[config.mk]
export PLATFORM = sky130hd
export DESIGN_NAME = switch_debouncer_flat
export DESIGN_NICKNAME = d
export VERILOG_FILES = /design/src/rtl/switch_debouncer_if.sv /design/src/rtl/switch_debouncer.sv /design/src/flat_wrapper.sv
export SDC_FILE = /design/constraint.sdc
export NUM_CORES = 1
export LEC_CHECK = 0
export ABC_AREA = 1
export BUFFER_PORTS_ARGS = -buffer_cell sky130_fd_sc_hd__clkbuf_2
export CAP_MARGIN = 0
export CORE_ASPECT_RATIO = 1.2
export CORE_UTILIZATION = 50
export CTS_CLUSTER_SIZE = 25
export DETAILED_ROUTE_END_ITERATION = 10
export PLACE_DENSITY = 0.67
export SYNTH_ARGS = -nofsm -noshare
export SYNTH_HDL_FRONTEND = slang
export SYNTH_SLANG_ARGS = --single-unit
[constraint.sdc]
create_clock -name clk -period 2.03 [get_ports clk]
set_input_delay 0.406 -clock clk [delete_from_list [all_inputs] [get_ports clk]]
set_output_delay 0.406 -clock clk [all_outputs]
set_load 0.01 [all_outputs]
[src/rtl/switch_debouncer_if.sv]
// Switch-conditioning bus: raw switch inputs, debounced levels/pulses and
// the event FIFO handshake toward the CPU side.
interface switch_debouncer_if #(
  parameter int WIDTH      = 4,
  parameter int FIFO_DEPTH = 4
);
  localparam int CW = $clog2(FIFO_DEPTH) + 1;

  logic [WIDTH-1:0] sw_in;
  logic [WIDTH-1:0] sw_level;
  logic [WIDTH-1:0] sw_rise;
  logic [WIDTH-1:0] sw_fall;
  logic             evt_valid;
  logic             evt_ready;
  logic [WIDTH-1:0] evt_levels;
  logic [WIDTH-1:0] evt_mask;
  logic [CW-1:0]    evt_count;
  logic             evt_overflow;
  logic             overflow_clear;

  modport slave (
    input  sw_in, evt_ready, overflow_clear,
    output sw_level, sw_rise, sw_fall, evt_valid, evt_levels, evt_mask,
           evt_count, evt_overflow
  );

  modport master (
    output sw_in, evt_ready, overflow_clear,
    input  sw_level, sw_rise, sw_fall, evt_valid, evt_levels, evt_mask,
           evt_count, evt_overflow
  );
endinterface

[src/rtl/switch_debouncer.sv]
// Per-bit synchronizer + debounce counter, edge pulses, and a small event
// FIFO that records every debounced change as {levels, mask}.
module switch_debouncer #(
  parameter int WIDTH           = 4,
  parameter int DEBOUNCE_CYCLES = 3,
  parameter int FIFO_DEPTH      = 4
) (
  input  logic               clk,
  input  logic               reset,
  switch_debouncer_if.slave  bus
);
  localparam int AW = $clog2(FIFO_DEPTH);
  localparam int CW = AW + 1;
  localparam logic [15:0] CNT_MAX = 16'(DEBOUNCE_CYCLES - 1);

  logic [WIDTH-1:0] sync1_q, sync2_q;
  logic [WIDTH-1:0] level_q, level_d;
  logic [WIDTH-1:0] rise_q, fall_q;
  logic [WIDTH-1:0] change;

  // Pipeline stage so the event lands at the FIFO head one cycle after the level
  logic             push_q;
  logic [WIDTH-1:0] push_levels_q, push_mask_q;

  logic [WIDTH-1:0] mem_levels_q [FIFO_DEPTH];
  logic [WIDTH-1:0] mem_mask_q   [FIFO_DEPTH];
  logic [AW-1:0]    wr_ptr_q, rd_ptr_q;
  logic [CW-1:0]    count_q, count_d;
  logic             overflow_q, overflow_d;
  logic             full, not_empty, pop, wr, drop;

  genvar gi;
  generate
    for (gi = 0; gi < WIDTH; gi++) begin : g_chan
      logic [15:0] cnt_q;
      logic        differ, done;

      assign differ        = sync2_q[gi] != level_q[gi];
      assign done          = differ && (cnt_q == CNT_MAX);
      assign level_d[gi]   = done ? sync2_q[gi] : level_q[gi];

      always_ff @(posedge clk or negedge reset) begin
        if (!reset)
          cnt_q <= '0;
        else if (!differ || done)
          cnt_q <= '0;
        else
          cnt_q <= cnt_q + 16'd1;
      end
    end
  endgenerate

  assign change = level_d ^ level_q;

  assign full      = count_q == CW'(FIFO_DEPTH);
  assign not_empty = count_q != '0;
  assign pop       = not_empty && bus.evt_ready;
  assign wr        = push_q && (!full || pop);
  assign drop      = push_q && full && !pop;

  always_comb begin
    count_d = count_q;
    case ({wr, pop})
      2'b10:   count_d = count_q + CW'(1);
      2'b01:   count_d = count_q - CW'(1);
      default: count_d = count_q;
    endcase
    overflow_d = overflow_q;
    if (drop)
      overflow_d = 1'b1;
    else if (bus.overflow_clear)
      overflow_d = 1'b0;
  end

  always_ff @(posedge clk or negedge reset) begin
    if (!reset) begin
      sync1_q       <= '0;
      sync2_q       <= '0;
      level_q       <= '0;
      rise_q        <= '0;
      fall_q        <= '0;
      push_q        <= 1'b0;
      push_levels_q <= '0;
      push_mask_q   <= '0;
      wr_ptr_q      <= '0;
      rd_ptr_q      <= '0;
      count_q       <= '0;
      overflow_q    <= 1'b0;
    end else begin
      sync1_q       <= bus.sw_in;
      sync2_q       <= sync1_q;
      level_q       <= level_d;
      rise_q        <= change & level_d;
      fall_q        <= change & ~level_d;
      push_q        <= |change;
      push_levels_q <= level_d;
      push_mask_q   <= change;
      if (wr)
        wr_ptr_q <= wr_ptr_q + AW'(1);
      if (pop)
        rd_ptr_q <= rd_ptr_q + AW'(1);
      count_q       <= count_d;
      overflow_q    <= overflow_d;
    end
  end

  // Storage needs no reset: the head is masked to zero whenever the FIFO is empty
  always_ff @(posedge clk) begin
    if (wr) begin
      mem_levels_q[wr_ptr_q] <= push_levels_q;
      mem_mask_q[wr_ptr_q]   <= push_mask_q;
    end
  end

  assign bus.sw_level     = level_q;
  assign bus.sw_rise      = rise_q;
  assign bus.sw_fall      = fall_q;
  assign bus.evt_valid    = not_empty;
  assign bus.evt_levels   = not_empty ? mem_levels_q[rd_ptr_q] : '0;
  assign bus.evt_mask     = not_empty ? mem_mask_q[rd_ptr_q] : '0;
  assign bus.evt_count    = count_q;
  assign bus.evt_overflow = overflow_q;
endmodule

[src/flat_wrapper.sv]
// flat-port wrapper written by rule: the top's interface ports become plain ports
module switch_debouncer_flat 
#(
  parameter int WIDTH           = 4,
  parameter int DEBOUNCE_CYCLES = 3,
  parameter int FIFO_DEPTH      = 4
)
  (clk, reset, bus_sw_in, bus_evt_ready, bus_overflow_clear, bus_sw_level, bus_sw_rise, bus_sw_fall, bus_evt_valid, bus_evt_levels, bus_evt_mask, bus_evt_count, bus_evt_overflow);
  switch_debouncer_if #(.WIDTH(WIDTH), .FIFO_DEPTH(FIFO_DEPTH)) bus_i ();
  input  logic clk;
  input  logic reset;
  input wire logic [$bits(bus_i.sw_in)-1:0] bus_sw_in;
  input wire logic [$bits(bus_i.evt_ready)-1:0] bus_evt_ready;
  input wire logic [$bits(bus_i.overflow_clear)-1:0] bus_overflow_clear;
  output wire logic [$bits(bus_i.sw_level)-1:0] bus_sw_level;
  output wire logic [$bits(bus_i.sw_rise)-1:0] bus_sw_rise;
  output wire logic [$bits(bus_i.sw_fall)-1:0] bus_sw_fall;
  output wire logic [$bits(bus_i.evt_valid)-1:0] bus_evt_valid;
  output wire logic [$bits(bus_i.evt_levels)-1:0] bus_evt_levels;
  output wire logic [$bits(bus_i.evt_mask)-1:0] bus_evt_mask;
  output wire logic [$bits(bus_i.evt_count)-1:0] bus_evt_count;
  output wire logic [$bits(bus_i.evt_overflow)-1:0] bus_evt_overflow;
  assign bus_i.sw_in = bus_sw_in;
  assign bus_i.evt_ready = bus_evt_ready;
  assign bus_i.overflow_clear = bus_overflow_clear;
  assign bus_sw_level = bus_i.sw_level;
  assign bus_sw_rise = bus_i.sw_rise;
  assign bus_sw_fall = bus_i.sw_fall;
  assign bus_evt_valid = bus_i.evt_valid;
  assign bus_evt_levels = bus_i.evt_levels;
  assign bus_evt_mask = bus_i.evt_mask;
  assign bus_evt_count = bus_i.evt_count;
  assign bus_evt_overflow = bus_i.evt_overflow;
  switch_debouncer #(.WIDTH(WIDTH), .DEBOUNCE_CYCLES(DEBOUNCE_CYCLES), .FIFO_DEPTH(FIFO_DEPTH)) u_core (.clk(clk), .reset(reset), .bus(bus_i));
endmodule
==> flow_metrics.tcl <==
set metrics [dict create \
    status "completed" \
    cts.clk_slew.worst_paths_ns 0.06 \
    synth_ff_type "dfrtp_1" \
    path_cells "buf_8 > nor2_1 > nor2_1 > o21ai_0 > a21oi_1 > buf_2" \
    powerDensity_nw_per_um2 1310 \
    slew_headroom 0.681 \
    cp.arrival_ns 1.62 \
    antennaDiodeCount 0 \
    yosysMostFrequentCell "nor2_1" \
    crit_path_end_kind "primary output" \
    drtAntennaViolNets 0 \
    synth_common_cells "nor2_1 (146), dfrtp_1 (97), inv_1 (95)" \
    fin_tns_setup_ns 0 \
    required_ns 1.62 \
    avgViaCountPerCell 5.15 \
    die_area_um2 12700 \
    synth_cells 691 \
    core_um2 11700 \
    nets 775 \
    cp_max_fo 6 \
    finalCritPeriodShare 1.00 \
    ys_ff_latch 129 \
    routed_wl_mm 12.2 \
    tightest_slew_ns 0.479 \
    fp.dieH_um 123 \
    avgSynthCellArea_um2 8.87 \
    drtPass1Iterations 4 \
    grt_pass1_wl_mm 20.9 \
    num_rows 43 \
    hold_viol_final 0 \
    synthArstFlopShare 0.752 \
    root_buffer "clkbuf_16" \
    worst_ir_drop_vdd_v 0.000703 \
    synth_edf_count 32 \
    dpl.cell_count 879 \
    netlist_area_um2 6130 \
    ys_seq_area_frac 0.553 \
    gp_congestion 0.850 \
    cpMostUsedCell "nor2_1" \
    critPathKind "register to primary output" \
    cts_buffer_depth 2 \
    power.leakage_uw 0.00321 \
    cts_tree "built" \
    synth_top_area_frac 0.396 \
    groute.usage.overall 0.215 \
    crit_path_top_delay_cell "dfrtp_4" \
    timing.rr.end "u_core.push_q$_DFF_PN0_" \
    grt-ovfl-total 0 \
    initial_core_util 0.523 \
    area_growth_pct 17.7 \
    ios 33 \
    wire_per_inst_um 13.3 \
    numClockSinks 129 \
    regToRegSetupSlack_ns 0.31 \
    drc 0 \
    dpl.hpwl_mm 8.38 \
    maxSlewViolCount 0 \
    finClkSkew_ns 0.00780 \
    drv_cap 0 \
    startpoint_type "register" \
    numCtsBuffers 17 \
    hp-start "bus_sw_in[2]" \
    finalSetupViolCount 0 \
    hold_path_end "u_core.sync1_q[2]$_DFF_PN0_" \
    ys_types 28 \
    drt_iter0_markers 299 \
    clock_latency_ns 0.42 \
    drive_gt1_frac 0.133 \
    numPortBuffers 32 \
    synth_warnings 0 \
    stdcell_count 916 \
    yosysTopAreaCell "dfrtp_1" \
    fmax_mhz 493 \
    rsz0062_at_grt "yes" \
    max_stage_delay_ns 0.52 \
    period_needed_ns 2.03 \
    first_global_vias 4701 \
    htree_levels 4 \
    antenna_found_initial 0 \
    syn-num-nets 720 \
    r2r_start "u_core.g_chan[0].cnt_q[0]$_DFF_PN0_" \
    die_w_um 103 \
    hold_path_class "primary input to register" \
    hold_path_depth 1 \
    reg2reg_depth 8 \
    synthTopCellsByArea "dfrtp_1 (40%), edfxtp_1 (16%), nor2_1 (8.9%)" \
    dr_total_vias 4719 \
    grt_max_degree 35 \
]
## kinds of logic after synthesis
group                      after synthesis  synth area share
xor gates and xnor gates                22            0.0314
buffers and inverters                  109            0.0710
and+or+nand+nor                        364             0.262
DFF                                    129             0.553
AOI/OAI and AO/OA                       46            0.0390
adders and majority gates               21            0.0441
## sequential cells by signal (all words and copies together) (netlist names)
register,cells
u_core.wr_ptr_q,2
u_core.push_q,1
u_core.bus.sw_level,4
u_core.rd_ptr_q,2
u_core.mem_mask_q,16
u_core.sync1_q,4
u_core.bus.evt_count,3
u_core.bus.sw_rise,4
u_core.push_mask_q,4
u_core.bus.sw_fall,4
u_core.bus.evt_overflow,1
u_core.mem_levels_q,16
u_core.sync2_q,4
u_core.g_chan.cnt_q,64
## cells in the final DEF, fill, tap and decap left out, drive strengths merged, types with 3 or more instances in the layout
master,count
nor3,59
clkinvlp,3
a21oi,20
clkinv,6
nor2,150
bufinv,3
xor2,21
o21ai,25
nand2,95
clkbuf,46
edfxtp,32
nand4,19
inv,104
dfrtp,97
buf,14
ha,20
nand3,40
## power breakdown
group	switching [µW]	leakage, µW	total, µW	internal [µW]
clock network	1170	0.000289	3120	1950
registers	419	0.00159	3830	3410
logic	1560	0.00133	2470	913
## worst max-delay path by stage
stage / cells after the start / endpoint / from / slack [ns]
after floorplan: 10 / u_core.bus.evt_count[2]$_DFFE_PN0P_ / u_core.bus.evt_count[0]$_DFFE_PN0P_ / 0.46
after global placement: 8 / u_core.push_q$_DFF_PN0_ / u_core.g_chan[3].cnt_q[0]$_DFF_PN0_ / 0.33
after detailed placement: 4 / bus_evt_levels[3] / u_core.rd_ptr_q[0]$_DFFE_PN0N_ / 0.23
after CTS: 5 / bus_evt_levels[2] / u_core.bus.evt_count[0]$_DFFE_PN0P_ / 0.002
after global routing: 6 / bus_evt_mask[2] / u_core.rd_ptr_q[0]$_DFFE_PN0N_ / -0.07
final: 6 / bus_evt_levels[3] / u_core.rd_ptr_q[0]$_DFFE_PN0N_ / 0.0007
## final cells by class
| cell class | count | area [µm²] |
|---|---|---|
| well taps | 157 | 196 |
| fillers | 998 | 4520 |
| inverters | 101 | 394 |
| flip-flops and latches | 129 | 3390 |
| repair inverters | 1 | 8.76 |
| multi-input cells | 453 | 2310 |
| repair buffers | 43 | 302 |
| clock buffers | 18 | 429 |
| clock inverters | 14 | 181 |
## through the flow
step                      hold WS (ns)  power, µW   util  setup slack [ns]  area [µm²]
final                           0.0836       9410  0.615          0.000715        7210
after global routing            0.0833      10000  0.615           -0.0740        7210
after CTS                       0.0726       9330  0.608           0.00201        7140
after detailed placement         0.342       6160  0.555             0.235        6510
after global placement           0.337       6040  0.555             0.332        6510
after floorplan                  0.110       5290      -             0.458        6130
## metal layers
layer / part of all wire / track usage
met4: 0.021 / 0.103
met3: 0.035 / 0.0464
met5: 0 / 0
met1: 0.44 / 0.259
met2: 0.50 / 0.363
## critical path, delay by kind of cell, from the launching register on
| kind | cells | cell delay, ns |
|---|---|---|
| AOI/OAI and AO/OA | 2 | 0.19 |
| DFF | 1 | 0.52 |
| buffers and inverters | 2 | 0.31 |
| and+or+nand+nor | 2 | 0.17 |
## repair_timing
action,in CTS,in global routing
gates cloned,0,2
buffers inserted,0,2
pin swaps,0,2
resized for setup,2,17
endpoints found under the hold margin,31,0
hold buffers,1,0
setup endpoints to repair,8,8
Power figures use the tool's default switching activity.
